$ cat src/rtl/msu_io_v2.sv
// msu_io_v2: MSU-1 register block for the SNES core with an HPS-fed
// data read-ahead FIFO and a stepped volume ramp.
module msu_io_v2 #(
  parameter int         FIFO_DEPTH = 16,
  parameter int         RAMP_DIV   = 256,
  parameter logic [2:0] REVISION   = 3'd2
) (
  input  logic        CLK,
  input  logic        RST_N,
  input  logic        ENABLE,
  input  logic        RD_N,
  input  logic        WR_N,
  input  logic [23:0] ADDR,
  input  logic [7:0]  DIN,
  output logic [7:0]  DOUT,
  output logic [15:0] track_out,
  output logic        trig_play,
  input  logic        track_mounting,
  input  logic        track_missing,
  output logic        audio_playing,
  output logic        audio_repeat,
  output logic [7:0]  volume_out,
  output logic [31:0] data_seek_addr,
  output logic        data_seek,
  input  logic [7:0]  data_in,
  input  logic        data_valid,
  output logic        data_ready,
  input  logic        data_end,
  output logic [31:0] data_fetch_addr
);
  localparam int AW = (FIFO_DEPTH > 1) ? $clog2(FIFO_DEPTH) : 1;
  localparam int DW = (RAMP_DIV > 1) ? $clog2(RAMP_DIV) : 1;
  localparam logic [DW-1:0] DIV_TC = DW'(RAMP_DIV - 1);
  localparam logic [AW:0]   FULL_CNT = (AW + 1)'(FIFO_DEPTH);

  logic          r_wr_q, r_rd_q;
  logic [23:0]   r_seek;
  logic [31:0]   r_seek_addr, r_fetch;
  logic          r_seek_p, r_trig;
  logic          r_play, r_rep, r_busy;
  logic [7:0]    r_dout, r_trk_lo, r_tgt, r_vol;
  logic [15:0]   r_track;
  logic [7:0]    r_mem [FIFO_DEPTH];
  logic [AW-1:0] r_wp, r_rp;
  logic [AW:0]   r_cnt;
  logic [DW-1:0] r_div;

  logic       w_acc, w_wr_lvl, w_rd_lvl, w_wr, w_rd;
  logic [2:0] w_reg;
  logic       w_full, w_empty, w_push, w_pop, w_seek, w_tc;
  logic       w_unused;

  assign w_acc    = ENABLE & ~ADDR[22] & (ADDR[15:3] == 13'h0400);
  assign w_wr_lvl = w_acc & ~WR_N;
  assign w_rd_lvl = w_acc & ~RD_N;
  assign w_wr     = w_wr_lvl & ~r_wr_q;
  assign w_rd     = w_rd_lvl & ~r_rd_q & ~w_wr_lvl;
  assign w_reg    = ADDR[2:0];
  assign w_full   = (r_cnt == FULL_CNT);
  assign w_empty  = (r_cnt == '0);
  assign w_push   = data_valid & data_ready;
  assign w_pop    = w_rd & (w_reg == 3'd1) & ~r_busy & ~w_empty;
  assign w_seek   = w_wr & (w_reg == 3'd3);
  assign w_tc     = (r_div == DIV_TC);
  assign w_unused = ^{ADDR[23], ADDR[21:16]};

  always_ff @(posedge CLK) begin
    if (!RST_N) begin
      r_wr_q      <= 1'b0;
      r_rd_q      <= 1'b0;
      r_seek      <= '0;
      r_seek_addr <= '0;
      r_seek_p    <= 1'b0;
      r_trig      <= 1'b0;
      r_play      <= 1'b0;
      r_rep       <= 1'b0;
      r_dout      <= '0;
      r_trk_lo    <= '0;
      r_track     <= '0;
      r_tgt       <= '0;
    end else begin
      r_wr_q   <= w_wr_lvl;
      r_rd_q   <= w_rd_lvl;
      r_seek_p <= w_seek;
      r_trig   <= w_wr & (w_reg == 3'd5);
      if (w_wr) begin
        case (w_reg)
          3'd0: r_seek[7:0]   <= DIN;
          3'd1: r_seek[15:8]  <= DIN;
          3'd2: r_seek[23:16] <= DIN;
          3'd3: r_seek_addr   <= {DIN, r_seek};
          3'd4: r_trk_lo      <= DIN;
          3'd5: begin
            r_track <= {DIN, r_trk_lo};
            r_play  <= 1'b0;
            r_rep   <= 1'b0;
          end
          3'd6: r_tgt <= DIN;
          3'd7: begin
            if (!track_mounting) begin
              r_play <= DIN[0];
              r_rep  <= DIN[1];
            end
          end
        endcase
      end
      if (w_rd) begin
        case (w_reg)
          3'd0: r_dout <= {r_busy, track_mounting, r_rep,
                           r_play, track_missing, REVISION};
          3'd1: r_dout <= w_pop ? r_mem[r_rp] : 8'h00;
          3'd2: r_dout <= 8'h53;
          3'd3: r_dout <= 8'h2D;
          3'd4: r_dout <= 8'h4D;
          3'd5: r_dout <= 8'h53;
          3'd6: r_dout <= 8'h55;
          3'd7: r_dout <= 8'h31;
        endcase
      end
    end
  end

  // A seek flushes the FIFO and overrides any same-cycle push or pop.
  always_ff @(posedge CLK) begin
    if (!RST_N) begin
      r_wp    <= '0;
      r_rp    <= '0;
      r_cnt   <= '0;
      r_fetch <= '0;
      r_busy  <= 1'b0;
    end else if (w_seek) begin
      r_wp    <= '0;
      r_rp    <= '0;
      r_cnt   <= '0;
      r_fetch <= {DIN, r_seek};
      r_busy  <= 1'b1;
    end else begin
      if (w_push) begin
        r_wp    <= r_wp + 1'b1;
        r_fetch <= r_fetch + 32'd1;
      end
      if (w_pop)
        r_rp <= r_rp + 1'b1;
      if (w_push && !w_pop)
        r_cnt <= r_cnt + 1'b1;
      else if (w_pop && !w_push)
        r_cnt <= r_cnt - 1'b1;
      if (r_busy && (w_full || data_end))
        r_busy <= 1'b0;
    end
  end

  always_ff @(posedge CLK) begin
    if (w_push && !w_seek)
      r_mem[r_wp] <= data_in;
  end

  always_ff @(posedge CLK) begin
    if (!RST_N) begin
      r_div <= '0;
      r_vol <= '0;
    end else if (RAMP_DIV == 0) begin
      r_vol <= r_tgt;
    end else begin
      r_div <= w_tc ? '0 : r_div + 1'b1;
      if (w_tc && (r_vol != r_tgt))
        r_vol <= (r_vol < r_tgt) ? r_vol + 1'b1 : r_vol - 1'b1;
    end
  end

  assign DOUT            = r_dout;
  assign track_out       = r_track;
  assign trig_play       = r_trig;
  assign audio_playing   = r_play;
  assign audio_repeat    = r_rep;
  assign volume_out      = r_vol;
  assign data_seek_addr  = r_seek_addr;
  assign data_seek       = r_seek_p;
  assign data_ready      = ~w_full & ~r_seek_p;
  assign data_fetch_addr = r_fetch;
endmodule
$ cat config.mk
export PLATFORM = sky130hd
export DESIGN_NAME = msu_io_v2
export DESIGN_NICKNAME = d
export VERILOG_FILES = /design/src/rtl/msu_io_v2.sv
export SDC_FILE = /design/constraint.sdc
export NUM_CORES = 1
export LEC_CHECK = 0
export BUFFER_PORTS_ARGS = -buffer_cell sky130_fd_sc_hd__clkbuf_2
export CELL_PAD_IN_SITES_DETAIL_PLACEMENT = 0
export CELL_PAD_IN_SITES_GLOBAL_PLACEMENT = 2
export CORE_MARGIN = 2
export CORE_UTILIZATION = 35
export CTS_CLUSTER_DIAMETER = 150
export CTS_CLUSTER_SIZE = 24
export DETAILED_ROUTE_END_ITERATION = 16
export PLACE_DENSITY_LB_ADDON = 0.1
export SLEW_MARGIN = 20
export SYNTH_ARGS = -nofsm -noshare
export SYNTH_HDL_FRONTEND = slang
export SYNTH_SLANG_ARGS = --single-unit
$ cat constraint.sdc
create_clock -name CLK -period 3.35 [get_ports CLK]
set_clock_uncertainty 0.2 [all_clocks]
set_input_delay 0.335 -clock CLK [delete_from_list [all_inputs] [get_ports CLK]]
set_output_delay 0.335 -clock CLK [all_outputs]
set_load 0.03 [all_outputs]
### After elaboration in Yosys (flattened, before gate mapping)

Memories as Yosys holds them, arrays and structs flattened. A register that Yosys moved wholly into a read port is not among the register bits.
Cells that the tools add are included.

| storage, ports and cells | value |
|---|---|
| bits in registers | 164 |
| memory bits (writable) | 128 |
| bits of input ports | 49 |
| output and inout bits | 101 |
| memories kept | 1 |

| operators by class | value |
|---|---|
| add/subtract/negate cells | 8 |
| order comparisons | 1 |
| equality and inequality tests | 12 |
| multiplexer cells | 17 |
| bitwise operators | 25 |
| reduce and logical (&&, ||, !) cells | 26 |

Memory list:

| memory | words | width | read ports | clocked after Yosys merged registers in | wr ports | line | RTL |
|---|---|---|---|---|---|---|---|
| r_mem | 16 | 8 | 1 | 1 | 1 | 43 | `logic [7:0] r_mem [FIFO_DEPTH];` |

Operators by type and width:

| kind | count |
|---|---|
| $mux W32 | 2 |
| $pmux W8 S7 | 1 |
| $add A32 B1 Y32 const B | 1 |
| $add A8 B1 Y8 const B | 2 |
| $mux W8 | 2 |
| $and A1 B1 Y1 | 14 |
| $reduce_and A2 Y1 | 7 |
| $eq A13 B11 Y1 const B | 1 |
| $eq A3 B3 Y1 const B | 4 |
| $not A1 Y1 | 11 |
| $mux W5 | 2 |
| $add A4 B1 Y4 const B | 2 |
| $eq A8 B8 Y1 const B | 1 |
| $lt A8 B8 Y1 | 1 |
| $mux W4 | 2 |
| $ne A8 B8 Y1 | 1 |
| $reduce_bool A2 Y1 | 4 |
| $sub A8 B1 Y8 const B | 1 |
| $eq A3 B2 Y1 const B | 2 |
| $mux W1 | 6 |
| $reduce_or A2 Y1 | 3 |
| $add A5 B1 Y5 const B | 1 |
| $eq A5 B5 Y1 const B | 1 |
| $logic_and A1 B1 Y1 | 5 |
| 9 further kinds | 12 |

### Depth between registers and ports, before layout

Gate-level depths: netlist of the first run.

| logic depth | value |
|---|---|
| depth after elaboration | 12 |
| mapped depth | 14 |

### Worst setup path after synthesis of the first run

OpenSTA, ideal clock, no wires.

| timing | value |
|---|---|
| path kind | reg-to-reg |
| start | register r_vol[0], in the netlist volume_out[0] |
| end | register r_vol[7], in the netlist volume_out[7] |
| arrival time | 3.252 ns |
| slack | -0.172 ns |
| stages on the path, launching flop included | 13 |
| path buffers | 0 |
| clock period less this slack | 3.522 ns |
| cell sequence | dfxtp_1 inv_1 ha_1 and4b_1 a2111oi_0 o21ai_0 ha_1 a21oi_1 o211ai_1 o41ai_1 xor2_1 or3_1 a21oi_1 |

| on the way | value |
|---|---|
| cells in the longest elaborated chain, start to end | 2 |

Ends and longest elaborated chain:

| item | line | RTL |
|---|---|---|
| start, declared | 41 | `logic [7:0] r_dout, r_trk_lo, r_tgt, r_vol;` |
| start signal, assigned | 163 | `r_vol <= r_tgt;` |
| start signal, assigned | 167 | `r_vol <= (r_vol < r_tgt) ? r_vol + 1'b1 : r_vol - 1'b1;` |
| $sub A8 B1 Y8 (tied with other cells) | 167 |  |
| $mux W8 / $logic_and A1 B1 Y1 (equally long branches) | 167, 166 |  |

Parallel ways exist; a longest one is shown, timed or not.
A chain may end at the register's enable or synchronous reset.

### Worst setup path in the final report of the first run

| timing | value |
|---|---|
| start | register r_tgt[2] |
| end | register r_vol[6], in the netlist volume_out[6] |

| on the way | value |
|---|---|
| cells in the longest elaborated chain, start to end | 2 |

Ends and longest elaborated chain:

| item | line | RTL |
|---|---|---|
| start, declared | 41 |  |
| start signal, assigned | 80 | `r_tgt <= '0;` |
| start signal, assigned | 98 | `3'd6: r_tgt <= DIN;` |
| $lt A8 B8 Y1 / $ne A8 B8 Y1 (equally long branches) | 167, 166 |  |
| $mux W8 / $logic_and A1 B1 Y1 (equally long branches) | 167, 166 |  |

Parallel ways exist; a longest one is shown, timed or not.

==> summary.md, run 1 <==
| Metric | Value |
|---|---|
| Total wire length | 32.0 mm |
| Int Power | 4.91 mW |
| Starting Density | 0.357 |
| DRT Pass-1 Iters | 7 |
| Final Cycle Share | 0.943 |
| Peak VDD IR | 0.000332 V |
| Layout area overhead | 15.6% |
| Total power | 6.43 mW |
| Ys Warns | 0 |
| I/O Pins | 150 |
| Final antenna-violating net count | 0 |
| Critical Path Fanout Max | 6 |
| Synth area leaders | edfxtp_1, dfxtp_1, mux4_2, nand2_1, a21oi_1 |
| Final HPWL DP | 22.6 mm |
| Busiest grt layer | met2 |
| RD Place Congestion | 0.725 |
| Final Hold Vio Count | 0 |
| Gate Count Post-Synth | 1074 |
| Starting DRT DRC Count | 462 |
| First-pass GRT wire length | 49.1 mm |
| Crit path buf inv count | 2 |
| Fin nets | 1298 |
| Hold path depth | 1 |
| Peak Freq | 316 MHz |
| Dpl cell area | 0.0137 mm^2 |
| Mapped Avg Cell Area | 11.5 um^2 |
| # clock sinks | 296 |
| Distinct cells, synth | 59 |
| H-tree lvl count | 1 |
| Status | completed |
| CP Data Required Time | 3530 ps |
| Cell Chain, Critical Path | inv_1 -> ha_1 -> a21o_1 -> a2111oi_4 -> o21ai_4 -> buf_4 -> fa_1 -> a21o_1 -> a21oi_1 -> o21ai_0 -> xor2_1 -> nand3_1 -> o21ai_0 |
| NetSw | 1.52 mW |
| Worst hold-check path type | in2reg |
| GR Layer Usage met3 | 0.0168 |
| Initial antenna violation count | 0 |
| Drt wl/cell | 19.0 um |
| Count of final setup violators | 0 |
| GRT overflow | 0 |
| EDFF count, synth | 128 |
| Crit Path Category | reg2reg |
| Slew Limit Fails | 0 |
| Post-route minimum period | 3160 ps |
| Logic gate share of total power | 0.072 |
| Vias per inst | 4.98 |
| Worst r2r src | r_tgt[2] |
| Delay-heaviest family, CP | compound AO/OA/AOI/OAI gates |
| # DRC | 0 |
| Vias | 8389 |
| Die area | 0.0368 mm^2 |
| CTS Buf Count | 16 |
| Clock slew at reported path FFs | 100 ps |
| # diodes | 0 |
| CTS tree | done |
| Core Area | 0.0346 mm^2 |
| Post-synthesis sequential area ratio | 0.583 |
| Leading area contributor after synthesis | edfxtp_1 |
| Die height | 192 um |
| Reg power frac | 0.602 |
| Clock power frac | 0.326 |
| Worst Hold End | r_mem[10][0] |
| Setup TNS | 0 ps |
| Crit-path max cell delay | 410 ps |
| Clock tree buffer depth | 3 |
| Reg2reg path depth | 13 |
| Most frequent cells after synthesis | dfxtp_1, nand2_1, edfxtp_1 |
| Max_slew headroom | 0.437 |
| PortBufs | 142 |
| Vias in the first global route | 8312 |
| R2r endpoint | volume_out[6] |
| WP data arrival | 3340 ps |
| Met2 Use GR | 0.319 |
| Gr usage total | 0.174 |
| DP Worst Slack | -44.8 ps |
| Critical Path Sink Type | flip-flop |
| Yosys reg bits | 296 |
| Post-synth ARST share | 0 |
| Share of cells above drive strength 1 | 0.216 |
| Final cell count without fillers | 1683 |
| Hold Path Origin | data_in[0] |
| Clk Latency, worst-skew pair | 520 ps |
| Power Dens Cells | 450 mW/mm^2 |
| Fin area | 0.0143 mm^2 |
| Dominant cell by count in the synthesized netlist | dfxtp_1 |
| Largest net degree at the start of global routing | 73 |
| Max-cap violations | 0 |
| Met1 Track Usage GR | 0.225 |
| Post-synth top area share | 0.311 |
| Clock root buffer | clkbuf_16 |
| CP max-delay cell | a2111oi_4 |
| Cell row count | 68 |
| Reg2reg setup slack | 190 ps |
| Ys flop type | dfxtp_1 |
| Placed Cells | 1654 |
| Syn Nets | 1150 |
| Mapped cell area | 0.0124 mm^2 |
| Switching share of power | 0.236 |
| Final setup margin | 190 ps |
| Leakage Power | 5.08 nW |
| Worst Tran Pin Value | 842 ps |
| Die span in x | 192 um |
| CP Launch Type | flip-flop |
-- how the worst max path moves through the flow --
stage                              from       endpoint  slack (ps)  cells after the start
after global placement         r_tgt[2]  volume_out[7]         -30                     12
final                          r_tgt[2]  volume_out[6]         190                     13
after floorplan           volume_out[1]  volume_out[7]         -40                     11
after detailed placement       r_tgt[2]  volume_out[7]         -40                     12
after global routing           r_tgt[2]  volume_out[7]          -7                     14
after CTS                      r_tgt[2]  volume_out[7]           1                     12
-- state kept, by name, summed over array words and instances (netlist names), named ones only --
| name | flops |
|---|---|
| r_mem | 128 |
| data_fetch_addr | 32 |
| data_seek_addr | 32 |
| r_seek | 24 |
| track_out | 16 |
| DOUT | 8 |
| r_div | 8 |
| r_tgt | 8 |
| r_trk_lo | 8 |
| volume_out | 8 |
| r_cnt | 5 |
| r_rp | 4 |
| r_wp | 4 |
| audio_playing | 1 |
| audio_repeat | 1 |
| data_seek | 1 |
| r_busy | 1 |
| r_rd_q | 1 |
| r_wr_q | 1 |
| trig_play | 1 |
-- layout by cell type (no fill, tap or decap), types with 14 or more instances in the layout --
master,count
dfxtp_1,167
nand2_1,156
clkbuf_2,142
edfxtp_1,128
nor2_1,102
a21oi_1,93
buf_4,47
mux2i_1,34
mux4_2,34
xor2_1,33
ha_1,25
nand3_1,24
o21ai_0,23
a211oi_1,23
inv_1,21
nand4_1,18
clkbuf_16,16
xnor2_1,14
-- cell families (layout without fill, tap and decap cells) --
kind of cell	after synthesis	count (layout)	share of synthesized area
AOI/OAI and AO/OA	167	167	0.0788
xor gates and xnor gates	47	47	0.0333
buffers and inverters	88	242	0.0314
adders and majority gates	27	27	0.0286
and+or+nand+nor	375	375	0.142
muxes	74	74	0.102
DFF	296	296	0.583
-- routing by layer --
layer | share of wire | up-vias | wire [um]
met3 | 0.027 | 26 | 866
li1 | - | 4156 | -
met5 | 0 | - | 0
met2 | 0.51 | 113 | 16400
met1 | 0.45 | 4094 | 14300
met4 | 0.013 | 0 | 414
-- stage by stage --
stage | hold slack [ps] | util
floorplan | 214 | -
global placement | 241 | 0.397
detailed placement | 246 | 0.397
CTS | 0.742 | 0.411
global route | 31.9 | 0.412
finish | 17.3 | 0.412
-- layout make-up --
| cell class | count | area (um^2) |
|---|---|---|
| timing repair buffer | 195 | 1140 |
| clock inverter | 2 | 32.5 |
| fill | 3348 | 20400 |
| inverter | 23 | 88.8 |
| multi-input combinational | 690 | 4810 |
| sequential | 296 | 7210 |
| tap | 455 | 569 |
| clock buffer | 22 | 423 |
-- repair_timing --
action                                 4_1_cts  5_1_grt
endpoints found under the hold margin        6        0
gates cloned                                 0        0
pin swaps                                    1        1
resized for setup                            2        5
setup buffers                                1        0
setup endpoints to repair                    2        2
hold buffers                                 4        0
-- power groups by stage --
stage | registers (mW) | clock network (mW) | logic [mW]
after global routing | 3.88 | 2.30 | 0.522
after global placement | 3.95 | 0 | 0.465
after floorplan | 3.95 | 0 | 0.279
final | 3.87 | 2.10 | 0.465
after CTS | 3.87 | 2.19 | 0.475
after detailed placement | 3.95 | 0 | 0.469
Note: power is estimated with default switching activity, not from simulation.
==> run 2, diff against run 1 <==
Settings changed: CORE_UTILIZATION 35 to 39.
Clock period 3.35 ns to 3.6 ns, I/O delays scaled along.
==> run 2 against run 1 <==
Net effect:
- first-iteration DRC count rose by 9.5%
- worst setup slack improved by 74 ps
- final area fell by 1.6%
- critical path depth fell by 1
- sequential cell count did not move
- core utilization rose by 3.5 points
==> summary.md, run 2 (synthesis gave the netlist of run 1 again) <==
| Metric | Value |
|---|---|
| Status | completed |
| Layout area overhead | 13.7% |
| Vias | 8274 |
| Die height | 182 um |
| I/O Pins | 150 |
| WP data arrival | 3580 ps |
| Fin nets | 1282 |
| Placed Cells | 1587 |
| Worst hold-check path type | in2reg |
| Initial antenna violation count | 0 |
| Int Power | 4.60 mW |
| CTS Buf Count | 16 |
| GRT overflow | 0 |
| RD Place Congestion | 0.773 |
| Core Area | 0.0314 mm^2 |
| Worst r2r src | volume_out[2] |
| Clock root buffer | clkbuf_16 |
| Total power | 5.99 mW |
| Crit Path Category | reg2reg |
| Post-route minimum period | 3340 ps |
| Setup TNS | 0 ps |
| Max-cap violations | 0 |
| Final core occ | 0.447 |
| Largest register FFs | 128 |
| Vias in the first global route | 8233 |
| Switching share of power | 0.232 |
| Slew Limit Fails | 0 |
| Final Cycle Share | 0.927 |
| Share of cells above drive strength 1 | 0.203 |
| Power Dens Cells | 426 mW/mm^2 |
| Worst Tran Pin Value | 881 ps |
| First-pass GRT wire length | 48.0 mm |
| Clk Latency, worst-skew pair | 500 ps |
| Count of final setup violators | 0 |
| Critical Path Sink Type | flip-flop |
| Die area | 0.0331 mm^2 |
| Peak VDD IR | 0.000508 V |
| Reg2reg path depth | 12 |
| Leakage Power | 4.99 nW |
| NetSw | 1.39 mW |
| Peak Freq | 300 MHz |
| Clock tree buffer depth | 3 |
| Most flops, register | r_mem |
| Final Hold Vio Count | 0 |
| Gr usage total | 0.186 |
| # diodes | 0 |
| CP Launch Point | volume_out[2] |
| CTS tree | done |
| RSZ-0062 raised after global routing | no |
| Logic gate share of total power | 0.069 |
| Max_slew headroom | 0.411 |
| Dpl cell area | 0.0135 mm^2 |
| Reg power frac | 0.601 |
| Commonest cells after routing, fill and taps aside | dfxtp_1, nand2_1, clkbuf_2, edfxtp_1, nor2_1 |
| CP Data Required Time | 3840 ps |
| Drt wl/cell | 19.1 um |
| Final cell count without fillers | 1614 |
| PortBufs | 142 |
| Vias per inst | 5.13 |
| Final antenna-violating net count | 0 |
| CP Launch Type | flip-flop |
| Reg2reg setup slack | 260 ps |
| R2r endpoint | volume_out[7] |
| DRT Pass-1 Iters | 4 |
| # clock sinks | 296 |
| Die span in x | 182 um |
| Cell row count | 65 |
| Most common cell after layout, fill and taps aside | dfxtp_1 |
| Largest net degree at the start of global routing | 68 |
| Starting Density | 0.394 |
| Total wire length | 30.8 mm |
| Clock slew at reported path FFs | 100 ps |
| Final HPWL DP | 21.3 mm |
| Fin area | 0.0140 mm^2 |
| H-tree lvl count | 1 |
| Critical Path Fanout Max | 8 |
| Starting DRT DRC Count | 506 |
| Clock power frac | 0.330 |
| # DRC | 0 |
| Fillers | 3029 |
| Setup crit end | volume_out[7] |
==> run 2: worst min path at each step <==
stage	from	endpoint	slack, ps	cells after the start
2_1_floorplan	r_seek[2]	r_seek[2]	230	2
3_3_place_gp	r_trk_lo[7]	r_trk_lo[7]	240	2
3_5_place_dp	r_trk_lo[7]	r_trk_lo[7]	250	2
4_1_cts	track_mounting	audio_playing	4	3
5_1_grt	track_mounting	audio_playing	30	3
6_report	track_mounting	audio_playing	20	3
==> run 2: per-layer routing <==
| layer | vias to the layer above | global-route usage | share of wire |
|---|---|---|---|
| li1 | 4112 | - | - |
| met1 | 4031 | 0.245 | 0.45 |
| met2 | 106 | 0.337 | 0.51 |
| met3 | 25 | 0.0187 | 0.028 |
| met4 | 0 | 0.0339 | 0.014 |
| met5 | - | 0 | 0 |
==> run 2: power by group through the flow <==
| stage | Sequential, mW | Clock [mW] | Combinational (mW) |
|---|---|---|---|
| 2_1_floorplan | 3.67 | 0 | 0.258 |
| 3_3_place_gp | 3.68 | 0 | 0.417 |
| 3_5_place_dp | 3.68 | 0 | 0.419 |
| 4_1_cts | 3.60 | 2.04 | 0.423 |
| 5_1_grt | 3.61 | 2.17 | 0.465 |
| 6_report | 3.60 | 1.97 | 0.415 |
==> run 2: per-stage QoR <==
step | worst slack, ps | hold WS (ps)
final | 264 | 17.4
after global routing | 2.85 | 34.9
after CTS | 153 | 4.01
after detailed placement | 207 | 246
after global placement | 215 | 240
after floorplan | 77.7 | 232
==> run 2: timing repair <==
| action | 4_1_cts | 5_1_grt |
|---|---|---|
| gates resized for setup | 0 | 1 |
| endpoints found under the hold margin | 3 | 0 |
| hold buffers | 3 | 0 |
| endpoints found under the setup margin | 0 | 1 |
| buffers inserted | 0 | 0 |
==> run 2: critical path, cell delays in order (launching register included) <==
cell and delay [ps]:
dfxtp_1 360, ha_1 340, and4b_1 210, a2111oi_0 360
o21ai_0 160, buf_4 190, ha_1 270, a21oi_1 200
o211ai_1 170, o41ai_2 240, xor2_1 110, or3_1 310
a21oi_1 140
==> run 2: final cells by class <==
class | count | area (um^2) | area share
Clock buffer | 23 | 448 | 0.0319
Clock inverter | 1 | 16.3 | 0.00116
Inverter | 23 | 88.8 | 0.00632
Multi-Input combinational cell | 690 | 4770 | 0.340
Sequential cell | 296 | 7210 | 0.513
Tap cell | 402 | 503 | 0.0358
Timing Repair Buffer | 179 | 1010 | 0.0718
